File: config.mk
export PLATFORM = sky130hd
export DESIGN_NAME = noc_output_arbiter
export DESIGN_NICKNAME = d
export VERILOG_FILES = /design/src/rtl/noc_output_arbiter_pkg.sv /design/src/rtl/noc_output_arbiter_rr_select.sv /design/src/rtl/noc_output_arbiter.sv
export SDC_FILE = /design/constraint.sdc
export NUM_CORES = 1
export LEC_CHECK = 0
export CORE_MARGIN = 10
export CORE_UTILIZATION = 47
export DETAILED_ROUTE_END_ITERATION = 8
export PLACE_DENSITY = 0.8
export SYNTH_ARGS = -nofsm -noshare
export SYNTH_HDL_FRONTEND = slang
export SYNTH_SLANG_ARGS = --single-unit
File: constraint.sdc
create_clock -name clk -period 5.5 [get_ports clk]
set_input_delay 1.1 -clock clk [delete_from_list [all_inputs] [get_ports clk]]
set_output_delay 1.1 -clock clk [all_outputs]
set_load 0.1 [all_outputs]
File: src/rtl/noc_output_arbiter_pkg.sv
// Shared types and constants for the router output-port arbiter.
package noc_output_arbiter_pkg;

    localparam int unsigned NPORTS = 5;
    localparam int unsigned FLIT_W = 35;
    localparam int unsigned TYPE_W = 3;

    // Flit type codes carried in the top TYPE_W bits of every flit.
    typedef enum logic [2:0] {
        BODY   = 3'b100,
        TAIL   = 3'b101,
        HEAD   = 3'b110,
        SINGLE = 3'b111
    } flit_type_t;

    // Arbiter sequencing states.
    typedef enum logic [1:0] {
        IDLE,
        SEND,
        REL,
        HOLD
    } arb_state_t;

    // Unknown codes behave like a single-flit packet so a bad header can never lock the port.
    function automatic flit_type_t decode_type(input logic [2:0] code);
        case (code)
            3'b110:  return HEAD;
            3'b100:  return BODY;
            3'b101:  return TAIL;
            default: return SINGLE;
        endcase
    endfunction

    // True when the flit closes its packet and the lock may be released.
    function automatic logic ends_packet(input flit_type_t t);
        return (t == TAIL) || (t == SINGLE);
    endfunction

endpackage

File: src/rtl/noc_output_arbiter_rr_select.sv
// Round-robin requester search: first asserted request at or after ptr, cyclically.
module rr_select #(
    parameter int unsigned NPORTS = 5,
    parameter int unsigned PW     = 3
) (
    input  logic [NPORTS-1:0] req,
    input  logic [PW-1:0]     ptr,
    output logic [NPORTS-1:0] onehot,
    output logic [PW-1:0]     idx,
    output logic              valid
);

    // Cyclic priority scan starting at ptr; the first hit wins.
    always_comb begin
        int unsigned pos;
        onehot = '0;
        idx    = '0;
        valid  = 1'b0;
        pos    = 0;
        for (int unsigned off = 0; off < NPORTS; off++) begin
            pos = 32'(ptr) + off;
            if (pos >= NPORTS) begin
                pos = pos - NPORTS;
            end
            if (!valid && req[pos]) begin
                valid       = 1'b1;
                idx         = PW'(pos);
                onehot[pos] = 1'b1;
            end
        end
    end

endmodule

File: src/rtl/noc_output_arbiter.sv
// Output-port arbiter: round-robin with packet locking, bridging the granted
// input's 4-phase req/ack handshake onto the output handshake.
module noc_output_arbiter #(
    parameter int unsigned NPORTS = noc_output_arbiter_pkg::NPORTS,
    parameter int unsigned FLIT_W = noc_output_arbiter_pkg::FLIT_W,
    parameter int unsigned TYPE_W = noc_output_arbiter_pkg::TYPE_W
) (
    input  logic                     clk,
    input  logic                     preset,
    input  logic [NPORTS-1:0]        in_req,
    input  logic [NPORTS*FLIT_W-1:0] in_data,
    output logic [NPORTS-1:0]        in_ack,
    output logic                     out_req,
    output logic [FLIT_W-1:0]        out_data,
    input  logic                     out_ack,
    output logic [NPORTS-1:0]        grant,
    output logic                     busy
);
    import noc_output_arbiter_pkg::*;

    localparam int unsigned PW = (NPORTS > 1) ? $clog2(NPORTS) : 1;

    arb_state_t        state_q, state_d;
    logic [PW-1:0]     rr_ptr_q, rr_ptr_d;
    logic [PW-1:0]     sel_q, sel_d;
    flit_type_t        ftype_q, ftype_d;
    logic [NPORTS-1:0] grant_q, grant_d;
    logic [NPORTS-1:0] in_ack_q, in_ack_d;
    logic              out_req_q, out_req_d;
    logic [FLIT_W-1:0] out_data_q, out_data_d;
    logic              busy_q, busy_d;

    logic [NPORTS-1:0] pick_onehot;
    logic [PW-1:0]     pick_idx;
    logic              pick_valid;
    logic [FLIT_W-1:0] pick_flit;
    logic [FLIT_W-1:0] held_flit;

    rr_select #(
        .NPORTS (NPORTS),
        .PW     (PW)
    ) u_rr_select (
        .req    (in_req),
        .ptr    (rr_ptr_q),
        .onehot (pick_onehot),
        .idx    (pick_idx),
        .valid  (pick_valid)
    );

    assign pick_flit = in_data[pick_idx*FLIT_W +: FLIT_W];
    assign held_flit = in_data[sel_q*FLIT_W +: FLIT_W];

    assign in_ack   = in_ack_q;
    assign out_req  = out_req_q;
    assign out_data = out_data_q;
    assign grant    = grant_q;
    assign busy     = busy_q;

    // State and output registers; reset drops the lock and every handshake level at once.
    always_ff @(posedge clk or negedge preset) begin
        if (!preset) begin
            state_q    <= IDLE;
            rr_ptr_q   <= '0;
            sel_q      <= '0;
            ftype_q    <= SINGLE;
            grant_q    <= '0;
            in_ack_q   <= '0;
            out_req_q  <= 1'b0;
            out_data_q <= '0;
            busy_q     <= 1'b0;
        end else begin
            state_q    <= state_d;
            rr_ptr_q   <= rr_ptr_d;
            sel_q      <= sel_d;
            ftype_q    <= ftype_d;
            grant_q    <= grant_d;
            in_ack_q   <= in_ack_d;
            out_req_q  <= out_req_d;
            out_data_q <= out_data_d;
            busy_q     <= busy_d;
        end
    end

    // Next-state sequencing through one flit transfer and the packet lock.
    always_comb begin
        state_d = state_q;
        case (state_q)
            IDLE: if (pick_valid) state_d = SEND;
            SEND: if (out_ack) state_d = REL;
            REL: begin
                if (!out_ack && !in_req[sel_q]) begin
                    state_d = ends_packet(ftype_q) ? IDLE : HOLD;
                end
            end
            HOLD: if (in_req[sel_q]) state_d = SEND;
            default: state_d = IDLE;
        endcase
    end

    // Next values of the registered outputs, owner index and round-robin pointer.
    always_comb begin
        rr_ptr_d   = rr_ptr_q;
        sel_d      = sel_q;
        ftype_d    = ftype_q;
        grant_d    = grant_q;
        in_ack_d   = in_ack_q;
        out_req_d  = out_req_q;
        out_data_d = out_data_q;
        busy_d     = busy_q;
        case (state_q)
            IDLE: begin
                if (pick_valid) begin
                    sel_d      = pick_idx;
                    ftype_d    = decode_type(3'(pick_flit[FLIT_W-1 -: TYPE_W]));
                    grant_d    = pick_onehot;
                    out_data_d = pick_flit;
                    out_req_d  = 1'b1;
                    busy_d     = 1'b1;
                end
            end
            SEND: begin
                if (out_ack) begin
                    out_req_d = 1'b0;
                    in_ack_d  = grant_q;
                end
            end
            REL: begin
                if (!out_ack && !in_req[sel_q]) begin
                    in_ack_d = '0;
                    if (ends_packet(ftype_q)) begin
                        grant_d  = '0;
                        busy_d   = 1'b0;
                        rr_ptr_d = (sel_q == PW'(NPORTS - 1)) ? '0 : sel_q + 1'b1;
                    end
                end
            end
            HOLD: begin
                if (in_req[sel_q]) begin
                    // A HEAD arriving inside a locked packet only continues it.
                    ftype_d    = decode_type(3'(held_flit[FLIT_W-1 -: TYPE_W]));
                    if (ftype_d == HEAD) ftype_d = BODY;
                    out_data_d = held_flit;
                    out_req_d  = 1'b1;
                end
            end
            default: ;
        endcase
    end

endmodule
# Word level (Yosys, flattened, before mapping)
# Cells that the tools add are included.
# totals
regBits,58
inputBits,183
out_inout_bits,47
# classes
addsub,10
multipliers,2
magnitude_cmp,16
eq_ne,18
n_shift,2
muxes,74
n_bitwise,4
reduce_logical,29
# ops
cell,count
variable part select 175 x 10 -> 35 bit,2
">= comparator 32 x 1 -> 1 bit, second input constant",5
"less-than comparator 32 x 4 -> 1 bit, second input constant",5
2-to-1 mux 32 bit,5
">= comparator 32 x 3 -> 1 bit, second input constant",4
"subtractor 32 x 3 -> 32 bit, second input constant",4
2-to-1 mux 35 bit,2
one-hot mux 35 bit (2 select lines),1
2-to-1 mux 5 bit,10
2-to-1 mux 3 bit,11
"equality test 3 bit, second input constant",10
2-to-1 mux 1 bit,21
OR 5 bit,4
one-hot mux 5 bit (2 select lines),2
binary-select mux 1 bit (select 3 bit),6
"multiplier 3 x 6 -> 9 bit, second input constant",2
demux 1 bit (select 3 bit),5
one-hot mux 2 bit (3 select lines),2
AND reduction 4 bit,3
logical AND 1 bit,10
2-to-1 mux 2 bit,5
"inequality test 2 bit, second input constant",5
AND reduction 3 bit,3
"adder 3 x 2 -> 4 bit, second input constant",2
other kinds (18),26

# Longest topological paths before layout
# Gate-level depths: netlist of run 1.
# depth
word_depth,23
mapped_depth,19
depth_no_buf,14

# Hierarchy
# A second synthesis of run 1 with hierarchy kept.
# unflattened
cells_unflattened,651
area_unflattened_um2,6523.8
# by_module_without_submodules
module,n_inst,cells_per_inst,area_each_um2,seq_area_each_um2
noc_output_arbiter,1,408,4790.8,1402.6
rr_select,1,243,1732.9,0.0

# Worst setup path after synthesis of run 1
# OpenSTA, ideal clock, no wires.
# synth_path
path_type,register to register
start,register rr_ptr_q[2]
end,register out_data_q[13] (netlist: out_data[13])
setup_time_ps,78
t_arrival_ps,4284
required_ps,5422
slack_ps,1138
stages_incl_launch_ff,17
path_buffers,5
period_less_slack_ps,4362
path_cell_list,dfrtp_1 > clkbuf_1 > inv_1 > fa_1 > a21bo_1 > buf_6 > xnor2_1 > mux2_1 > o22a_1 > buf_6 > or4_1 > a31oi_2 > o31a_1 > buf_4 > buf_2 > mux2_2 > a21oi_1
# synth_via
elab_chain_cells,21
elab_cells_between_ends,53
cone_classes,9 x add/sub; 1 x mul; 5 x order compare; 1 x eq/ne; 1 x shift; 27 x mux; 9 x reduce/logical
# synth_lines
element,line_no,source
start: declaration,noc_output_arbiter.sv:24,"logic [PW-1:0] rr_ptr_q, rr_ptr_d;"
start signal: assignment,noc_output_arbiter.sv:73,rr_ptr_q <= rr_ptr_d;
branches (longest 21 deep; another with subtractor 32 x 3 -> 32 bit),-,
end signal: assignment,noc_output_arbiter.sv:79,out_data_q <= out_data_d;
end: declaration,noc_output_arbiter.sv:30,"logic [FLIT_W-1:0] out_data_q, out_data_d;"
# Parallel ways; which one is timed is not known. The select of a mux whose other input is x is not followed.
# A chain may end at the register's enable or synchronous reset.

# Worst setup path in the final report of run 1
# layout_path
start,register rr_ptr_q[1]
end,register out_data_q[7] (netlist: out_data[7])
# The elaborated chain is that of the path after synthesis.

==> results of run 1 <==
[cell type report]
type	count	area (um2)
Antenna cell	1	2.502
Clock buffer	6	128.9
Clock inverter	2	38.79
Fill cell	1126	4609
Inverter	22	86.33
Multi-Input combinational cell	593	4885
Sequential cell	56	1405
Tap cell	180	225.2
Timing Repair Buffer	254	2500
[synthesized netlist by cell type, types with 3 or more instances]
library cell	n	area, um2
a21oi_1	62	310.3
o22ai_1	4	25.02
dfrtp_1	55	1376
buf_1	6	22.52
nor3_1	14	70.07
buf_6	3	33.78
a22o_1	7	61.31
a211oi_1	3	22.52
nor2_1	38	142.6
o211ai_1	8	60.06
a21boi_0	3	22.52
nand3_1	13	65.06
a21o_1	4	30.03
nand4_1	3	18.77
mux2i_1	83	830.8
inv_1	19	71.32
xnor2_1	5	43.79
buf_2	7	35.03
and2_1	7	43.79
o2111ai_1	3	26.28
a221oi_1	35	306.5
nand2b_1	7	43.79
and3_1	3	18.77
nand2_1	78	292.8
buf_4	4	30.03
mux4_2	35	788.3
clkbuf_1	31	116.4
ha_1	23	287.8
o221ai_1	32	280.3
a22oi_1	5	37.54
mux2_2	36	405.4
o21ai_0	26	130.1
a31oi_1	3	18.77
[cell families (layout without fill, tap and decap cells)]
logic type,count (synthesis),count (layout),share of synthesized area
AO/OA/AOI/OAI,226,226,0.2431
XOR/XNOR,6,6,0.007884
adder cells (fa/ha/maj),24,24,0.04618
buffers and inverters,79,284,0.06082
flip-flops,56,56,0.2104
multiplexers,156,156,0.3077
other,0,1,0
AND/OR/NAND/NOR,181,181,0.1239
[cells in the final DEF (no fill, tap or decap), types with 4 or more instances in the layout]
master	count
nand2_1	78
ha_1	23
a21oi_1	62
clkdlybuf4s50_1	228
nand3_1	13
xnor2_1	5
a22o_1	6
buf_4	23
o21ai_0	26
mux2_2	36
nand2b_1	7
clkbuf_16	5
a21o_1	4
a22oi_1	5
nor2_1	37
o22ai_1	4
nor3_1	12
a221oi_1	35
mux2i_1	83
mux4_2	35
dfrtp_1	53
inv_1	19
o221ai_1	32
o211ai_1	8
and2_1	7
[final timing paths]
| path | cells past startpoint | end | slack, ns | startpoint |
|---|---|---|---|---|
| min | 1 | busy | 0.48 | busy |
| min reg2reg | 1 | busy | 0.48 | busy |
| max in group asynchronous | 2 | sel_q[0] | 3.80 | preset |
| max | 13 | out_data[7] | 0.50 | rr_ptr_q[1] |
| max reg2reg | 13 | out_data[7] | 0.50 | rr_ptr_q[1] |
| min in group asynchronous | 1 | out_data[4] | 0.77 | preset |
[sequential cells by signal (all words and copies together) (netlist names)]
signal and count:
busy 1, ftype_q 1, grant 5, in_ack 5, out_data 35, out_req 1, rr_ptr_q 3, sel_q 3
state_q 2
[power groups by stage]
| stage | combinational [W] | clock, W | sequential, W |
|---|---|---|---|
| 2_1_floorplan | 0.000486 | 0 | 0.000552 |
| 4_1_cts | 0.000871 | 0.000395 | 0.000437 |
| 6_report | 0.000877 | 0.000390 | 0.000438 |
| 5_1_grt | 0.000929 | 0.000412 | 0.000439 |
| 3_3_place_gp | 0.000861 | 0 | 0.000445 |
| 3_5_place_dp | 0.000866 | 0 | 0.000445 |
[per-layer routing]
metal  up-vias  global-route usage
met3        55             0.05308
met2       468              0.4389
met4         0             0.08677
li1       3262                   -
met5         -                   0
met1      3477              0.3440
[metrics by stage]
step	cells	cell area [um2]	utilization	total power (W)
6_report	1114	9271	0.6679	0.001705
5_1_grt	1114	9271	0.6679	0.001780
4_1_cts	1113	9265	0.6675	0.001703
3_5_place_dp	1105	9097	0.6554	0.001312
3_3_place_gp	1105	9097	0.6554	0.001306
2_1_floorplan	728	6665	-	0.001038
[critical path, cell delays in order (launching register included)]
cell,delay [ns]
dfrtp_1,0.57
clkinvlp_4,0.38
fa_1,0.55
a21bo_1,0.35
mux2i_1,0.40
a221oi_1,0.15
o22a_1,0.26
a2111oi_1,0.44
and2_1,0.36
a22o_4,0.55
buf_4,0.35
mux2i_1,0.11
mux2_2,0.27
a21oi_1,0.16
==> results.sh, run 1 <==
export IMPL_grt_use_total=0.2675
export IMPL_synth_cell_area_mm2=0.006665
export IMPL_cts_resized=0
export IMPL_p_comb_frac=0.514
export IMPL_firstDrtPassIters=5
export IMPL_via_per_inst=6.519
export IMPL_critPathKind="register to register"
export IMPL_synth_seq_cells=56
export IMPL_fin_ws_ns=0.5023
export IMPL_drv_slew=0
export IMPL_status="completed"
export IMPL_max_slew_worst_pin_slew_ns=1.075
export IMPL_cap_viol_max_count=0
export IMPL_final_hold_violation_count=0
export IMPL_antenna_found_initial=1
export IMPL_met1Wirelength_mm=10.74
export IMPL_post_cts_buffers=0
export IMPL_drt_iter0_drc=652
export IMPL_period_minus_slack_ns=4.998
export IMPL_intPower_w=0.001069
export IMPL_hold_class="register to register"
export IMPL_dr_wl_met3_mm=2.719
export IMPL_pwr_density_cell_mw_per_mm2=183.9
export IMPL_syn_mean_instance_area_um2=9.155
export IMPL_clock_power_share=0.229
export IMPL_dp_slack_ns=0.4885
export IMPL_grt_pass1_vias=6890
export IMPL_globalRouteOverflowTotal=0
export IMPL_grt_pass1_wl_mm=42.01
export IMPL_die_h_um=139.1
export IMPL_synth_seq_area_share=0.2104
export IMPL_gp_congestion=1.018
export IMPL_avgRoutedWirePerCell_um=24.65
export IMPL_io_buffers=229
export IMPL_nets=1139
export IMPL_drt_total_wl_mm=27.46
export IMPL_slew_headroom=0.2808
export IMPL_clk_pin_slew_worst_paths_ns=0.08
export IMPL_cts_sinks=56
export IMPL_power_switching_w=0.0006354
export IMPL_ys_types=78
export IMPL_drc=0
export IMPL_top_layer_used="met4"
export IMPL_die_x_um=139.1
export IMPL_worstPathRequired_ns=5.73
export IMPL_numCtsBuffers=5
export IMPL_arrival_ns=5.23
export IMPL_synth_main_ff_cell="dfrtp_1"
export IMPL_hold_buffers=0
export IMPL_clock_root_buffer="clkbuf_16"
export IMPL_start_util=0.4802
export IMPL_syn_to_final_growth_pct=39.10
export IMPL_grt_setup_unrepaired="false"
export IMPL_clock_path_buffers=2
export IMPL_end_kind="register"
export IMPL_grt_max_degree=67
export IMPL_dieArea_mm2=0.01934
export IMPL_fmax_ghz=0.2001
export IMPL_layout_drive_gt1_share=0.1350
export IMPL_async_flop_share=1.000
export IMPL_p_sw_frac=0.3727
export IMPL_setup_tns_ns=0
export IMPL_num_rows=43
export IMPL_post_route_period_util=0.9087
export IMPL_ios=230
export IMPL_finalSetupViolCount=0
export IMPL_drtAntennaViolNets=0
export IMPL_clkLatencyLatePin_ns=0.31
export IMPL_ir_drop_uv=125.4
export IMPL_synth_edf_count=0
export IMPL_h_tree_depth=2
export IMPL_hpwl_mm=20.85
export IMPL_ys_warn_count=0
export IMPL_via_count=7262
export IMPL_start_kind="register"
export IMPL_synth_cells=728
export IMPL_syn_nets=935
export IMPL_wl_met2_mm=13.05
export IMPL_holdWs_ns=0.4814
export IMPL_p_leak_nw=3.626
export IMPL_coreArea_mm2=0.01388
export IMPL_seqPwrFrac=0.257
export IMPL_cts_tree="yes"
export IMPL_clock_skew_ns=0.008998
export IMPL_cp_max_fo=32
Power figures use the tool's default switching activity.
==> run 2: changes to the inputs <==
--- a/config.mk
+++ b/config.mk
@@ -8,6 +8,7 @@
 export CORE_MARGIN = 10
 export CORE_UTILIZATION = 47
 export DETAILED_ROUTE_END_ITERATION = 8
+export GPL_TIMING_DRIVEN = 0
 export PLACE_DENSITY = 0.8
 export SYNTH_ARGS = -nofsm -noshare
 export SYNTH_HDL_FRONTEND = slang
==> results.sh, run 2 (synthesized netlist as in run 1, its figures left out) <==
export IMPL_status="completed"
export IMPL_start_util=0.4802
export IMPL_crit_buf_inv=6
export IMPL_hold_class="register to register"
export IMPL_clock_power_share=0.203
export IMPL_post_cts_buffers=0
export IMPL_end_kind="register"
export IMPL_holdWs_ns=0.4870
export IMPL_arrival_ns=5.40
export IMPL_syn_to_final_growth_pct=40.51
export IMPL_crit_family="buffers and inverters"
export IMPL_grt_pass1_wl_mm=42.41
export IMPL_max_slew_worst_pin_slew_ns=1.064
export IMPL_via_count=7270
export IMPL_globalRouteOverflowTotal=0
export IMPL_dieArea_mm2=0.01934
export IMPL_layout_drive_gt1_share=0.1211
export IMPL_fin_util=0.6747
export IMPL_grt_max_degree=38
export IMPL_cts_tree="yes"
export IMPL_h_tree_depth=2
export IMPL_critPathKind="register to register"
export IMPL_hpwl_mm=22.41
export IMPL_intPower_w=0.001051
export IMPL_slowest_delay_ns=0.52
export IMPL_io_buffers=229
export IMPL_cts_sinks=56
export IMPL_gp_congestion=0.9690
export IMPL_start_kind="register"
export IMPL_clock_path_buffers=2
export IMPL_die_x_um=139.1
export IMPL_drtAntennaViolNets=0
export IMPL_drv_slew=0
export IMPL_cap_viol_max_count=0
export IMPL_seqPwrFrac=0.259
export IMPL_die_h_um=139.1
export IMPL_worstPathRequired_ns=5.73
export IMPL_period_minus_slack_ns=5.172
export IMPL_dp_slack_ns=0.2862
export IMPL_fmax_ghz=0.1933
export IMPL_coreArea_mm2=0.01388
export IMPL_grt_pass1_vias=7090
export IMPL_ir_drop_uv=157.4
export IMPL_grt_use_total=0.2705
export IMPL_p_sw_frac=0.3799
export IMPL_p_comb_frac=0.538
export IMPL_clk_pin_slew_worst_paths_ns=0.08
export IMPL_drt_iter0_drc=699
export IMPL_firstDrtPassIters=6
export IMPL_final_common_cell="clkdlybuf4s50_1"
export IMPL_numCtsBuffers=5
export IMPL_total_power_w=0.001694
export IMPL_slew_headroom=0.2882
export IMPL_clkLatencyLatePin_ns=0.30
export IMPL_setup_tns_ns=0
export IMPL_cp_common_cell="buf_6"
export IMPL_ios=230
export IMPL_antenna_found_initial=3
export IMPL_final_hold_violation_count=0
export IMPL_crit_path_cell_trace="inv_2 -> clkbuf_1 -> ha_1 -> fa_1 -> a21bo_1 -> buf_6 -> mux2i_1 -> a221oi_1 -> o22a_1 -> buf_6 -> or4_1 -> a31oi_2 -> o31a_1 -> buf_4 -> buf_2 -> mux2_2 -> a21oi_1"
export IMPL_final_cell_mix="clkdlybuf4s50_1 (228), mux2i_1 (83), nand2_1 (78), a21oi_1 (62), dfrtp_1 (55)"
export IMPL_fin_ws_ns=0.3278
export IMPL_clock_skew_ns=0.01325
export IMPL_num_rows=43
export IMPL_power_switching_w=0.0006435
export IMPL_via_per_inst=6.327
export IMPL_cp_max_fo=12
export IMPL_grt_setup_unrepaired="false"
export IMPL_hold_buffers=0
export IMPL_finalSetupViolCount=0
export IMPL_avgRoutedWirePerCell_um=24.14
export IMPL_drt_total_wl_mm=27.73
export IMPL_clock_root_buffer="clkbuf_16"
export IMPL_nets=1172
export IMPL_cts_resized=0
export IMPL_cp_slowest_cell="or4_1"
export IMPL_largest_reg_flops=35
export IMPL_pwr_density_cell_mw_per_mm2=180.9
export IMPL_drc=0
export IMPL_post_route_period_util=0.9404
export IMPL_p_leak_nw=3.641
## run 2: cell count changes in the layout (fill, tap and decap cells not counted), moves of 2 or more
| cell | delta |
|---|---|
| buf_6 | +3 |
| buf_1 | +6 |
| clkbuf_1 | +30 |
| diode_2 | +2 |
| buf_4 | -19 |
| buf_2 | +7 |
| clkbuf_4 | +2 |
| dfrtp_2 | -2 |
| buf_8 | +2 |
| dfrtp_1 | +2 |
## run 2: area by class of cell
class	instances	area, um2
Antenna cell	3	7.507
Buffer	57	324.1
Clock buffer	7	142.6
Clock inverter	1	7.507
Fill cell	1195	4516
Inverter	22	86.33
Multi-Input combinational cell	593	4862
Sequential cell	56	1403
Tap cell	180	225.2
Timing Repair Buffer	230	2307
## run 2: worst reg2reg max path, delay by kind of cell, from the launching register on
kind | cells | cell delay (ns)
muxes | 2 | 0.84
adders and majority gates | 2 | 0.76
DFF | 1 | 0.47
AOI/OAI and AO/OA | 6 | 1.24
and+or+nand+nor | 1 | 0.52
buffers and inverters | 6 | 1.25
## run 2: worst paths after layout
check / slack [ns] / to / depth (start not counted) / startpoint
max: 0.33 / out_data[14] / 17 / rr_ptr_q[0]
min reg2reg: 0.49 / in_ack[1] / 2 / in_ack[1]
max reg2reg: 0.33 / out_data[14] / 17 / rr_ptr_q[0]
min in group asynchronous: 0.75 / out_data[8] / 1 / preset
min: 0.49 / in_ack[1] / 2 / in_ack[1]
max in group asynchronous: 4.15 / rr_ptr_q[0] / 2 / preset
## run 2: power by group through the flow
| stage | sequential, W | combinational (W) | clock (W) |
|---|---|---|---|
| 6_report | 0.000439 | 0.000911 | 0.000344 |
| 5_1_grt | 0.000441 | 0.000960 | 0.000364 |
| 4_1_cts | 0.000439 | 0.000901 | 0.000345 |
| 3_5_place_dp | 0.000447 | 0.000898 | 0 |
| 3_3_place_gp | 0.000447 | 0.000891 | 0 |
| 2_1_floorplan | 0.000552 | 0.000486 | 0 |
## run 2: stage by stage
step,cell area (um2),std cells
floorplan,6665,728
global placement,9183,1137
detailed placement,9198,1138
CTS,9348,1146
global route,9365,1149
finish,9365,1149
## run 2: routing by layer
metal / up-vias / part of all wire / track usage
li1: 3338 / - / -
met1: 3493 / 0.40 / 0.3454
met2: 395 / 0.49 / 0.4577
met3: 44 / 0.087 / 0.04555
met4: 0 / 0.025 / 0.07743
met5: - / 0 / 0
==> run 3: changes to the inputs <==
--- a/config.mk
+++ b/config.mk
@@ -5,7 +5,8 @@
 export SDC_FILE = /design/constraint.sdc
 export NUM_CORES = 1
 export LEC_CHECK = 0
-export CORE_MARGIN = 10
+export ABC_CLOCK_PERIOD_IN_PS = 5500
+export CORE_MARGIN = 2
 export CORE_UTILIZATION = 47
 export DETAILED_ROUTE_END_ITERATION = 8
 export GPL_TIMING_DRIVEN = 0
==> results.sh, run 3 (synthesized netlist as in run 1, its figures left out) <==
export IMPL_status="completed"
export IMPL_hold_class="register to register"
export IMPL_grt_use_total=0.3322
export IMPL_start_kind="register"
export IMPL_coreArea_mm2=0.01388
export IMPL_largest_reg_flops=35
export IMPL_grt_max_degree=36
export IMPL_intPower_w=0.001086
export IMPL_post_route_period_util=0.9530
export IMPL_final_cell_mix="clkdlybuf4s50_1 (228), mux2i_1 (83), nand2_1 (78), a21oi_1 (62), dfrtp_1 (55)"
export IMPL_antenna_found_initial=0
export IMPL_drtAntennaViolNets=0
export IMPL_numCtsBuffers=5
export IMPL_clk_pin_slew_worst_paths_ns=0.08
export IMPL_grt_pass1_vias=6992
export IMPL_seqPwrFrac=0.252
export IMPL_antenna_cells=0
export IMPL_cap_viol_max_count=0
export IMPL_design_area_mm2=0.009375
export IMPL_max_slew_worst_pin_slew_ns=1.092
export IMPL_cts_sinks=56
export IMPL_setup_tns_ns=0
export IMPL_hpwl_mm=20.74
export IMPL_cts_tree="yes"
export IMPL_via_count=7293
export IMPL_ios=230
export IMPL_arrival_ns=5.48
export IMPL_slew_headroom=0.2695
export IMPL_io_buffers=229
export IMPL_cp_max_fo=15
export IMPL_p_leak_nw=3.652
export IMPL_fill_cells=1195
export IMPL_drt_iter0_drc=708
export IMPL_drt_total_wl_mm=26.22
export IMPL_firstDrtPassIters=5
export IMPL_fmax_ghz=0.1908
export IMPL_final_hold_violation_count=0
export IMPL_critPathKind="register to register"
export IMPL_grt_pass1_wl_mm=38.97
export IMPL_clock_root_buffer="clkbuf_16"
export IMPL_drv_slew=0
export IMPL_hold_buffers=0
export IMPL_nets=1172
export IMPL_clkLatencyLatePin_ns=0.31
export IMPL_cts_resized=0
export IMPL_clock_power_share=0.224
export IMPL_num_rows=43
export IMPL_grt_setup_unrepaired="false"
export IMPL_die_x_um=123.1
export IMPL_clock_path_buffers=2
export IMPL_layout_drive_gt1_share=0.1211
export IMPL_end_kind="register"
export IMPL_syn_to_final_growth_pct=40.66
export IMPL_p_comb_frac=0.524
export IMPL_gp_congestion=0.9904
export IMPL_via_per_inst=6.364
export IMPL_globalRouteOverflowTotal=0
export IMPL_finalSetupViolCount=0
export IMPL_ir_drop_uv=124.1
export IMPL_start_util=0.4802
export IMPL_post_cts_buffers=0
export IMPL_place_area_mm2=0.009198
export IMPL_p_sw_frac=0.3781
export IMPL_dieArea_mm2=0.01515
export IMPL_period_minus_slack_ns=5.241
export IMPL_avgRoutedWirePerCell_um=22.88
export IMPL_worstPathRequired_ns=5.73
export IMPL_pwr_density_cell_mw_per_mm2=186.3
export IMPL_final_common_cell="clkdlybuf4s50_1"
export IMPL_h_tree_depth=2
export IMPL_die_h_um=123.1
export IMPL_power_switching_w=0.0006602
export IMPL_drc=0
export IMPL_clock_skew_ns=0.007073
-- run 3: cell count changes in the layout (fill, tap and decap cells not counted), sizes merged --
cell / previous run / this run
bufinv: 0 / 1
clkbuf: 40 / 39
clkinvlp: 2 / 1
diode: 3 / 0
inv: 20 / 21
-- run 3: worst paths after layout --
kind                             startpoint  cells past startpoint           end  slack (ns)
worst max-delay path            rr_ptr_q[1]                     15  out_data[16]        0.26
worst min-delay path                   busy                      1          busy        0.48
worst max register to register  rr_ptr_q[1]                     15  out_data[16]        0.26
worst min register to register         busy                      1          busy        0.48
max in group asynchronous            preset                      2    ftype_q[0]        4.08
min in group asynchronous            preset                      1  out_data[18]        0.77
-- run 3: cell type report --
class	instances	area [um2]	share of cell area
Inverter	22	86.33	0.009209
Clock inverter	2	38.79	0.004137
Multi-Input combinational cell	593	4862	0.5186
Timing Repair Buffer	230	2307	0.2461
Buffer	57	324.1	0.03457
Tap cell	180	225.2	0.02402
Sequential cell	56	1403	0.1496
Clock buffer	6	128.9	0.01375
-- run 3: power by group through the flow --
stage                     combinational [W]  clock [W]  sequential, W
after detailed placement           0.000901          0       0.000448
after global routing               0.000960   0.000408       0.000442
after CTS                          0.000905   0.000394       0.000440
final                              0.000915   0.000391       0.000440
after floorplan                    0.000486          0       0.000552
after global placement             0.000890          0       0.000448
-- run 3: per-stage QoR --
stage	hold WS, ns	instances	worst slack (ns)	power (W)	util
after global placement	0.4613	1137	0.2462	0.001338	0.6615
final	0.4808	1146	0.2588	0.001746	0.6754
after CTS	0.4882	1146	0.1990	0.001739	0.6747
after global routing	0.5177	1146	0.1157	0.001810	0.6754
after floorplan	0.4764	728	1.138	0.001038	-
after detailed placement	0.4701	1138	0.2698	0.001348	0.6626
-- run 3: worst max-delay path, cell delays in order, from the launching register on --
cell and delay (ns):
dfrtp_1 0.66, clkinvlp_4 0.47, fa_1 0.58, a21bo_1 0.21
buf_6 0.13, mux2i_1 0.44, a221oi_1 0.15, o22a_1 0.25
buf_6 0.16, or4_1 0.51, a31oi_2 0.30, o31a_1 0.22
buf_4 0.22, buf_2 0.31, mux2_2 0.37, a21oi_1 0.17
-- run 3: per-layer routing --
layer	wire, um	vias to the layer above	global-route usage	share of wire
met2	12480	392	0.5559	0.48
li1	-	3332	-	-
met1	10400	3508	0.4280	0.40
met3	2361	61	0.06227	0.090
met5	0	-	0	0
met4	974	0	0.1214	0.037
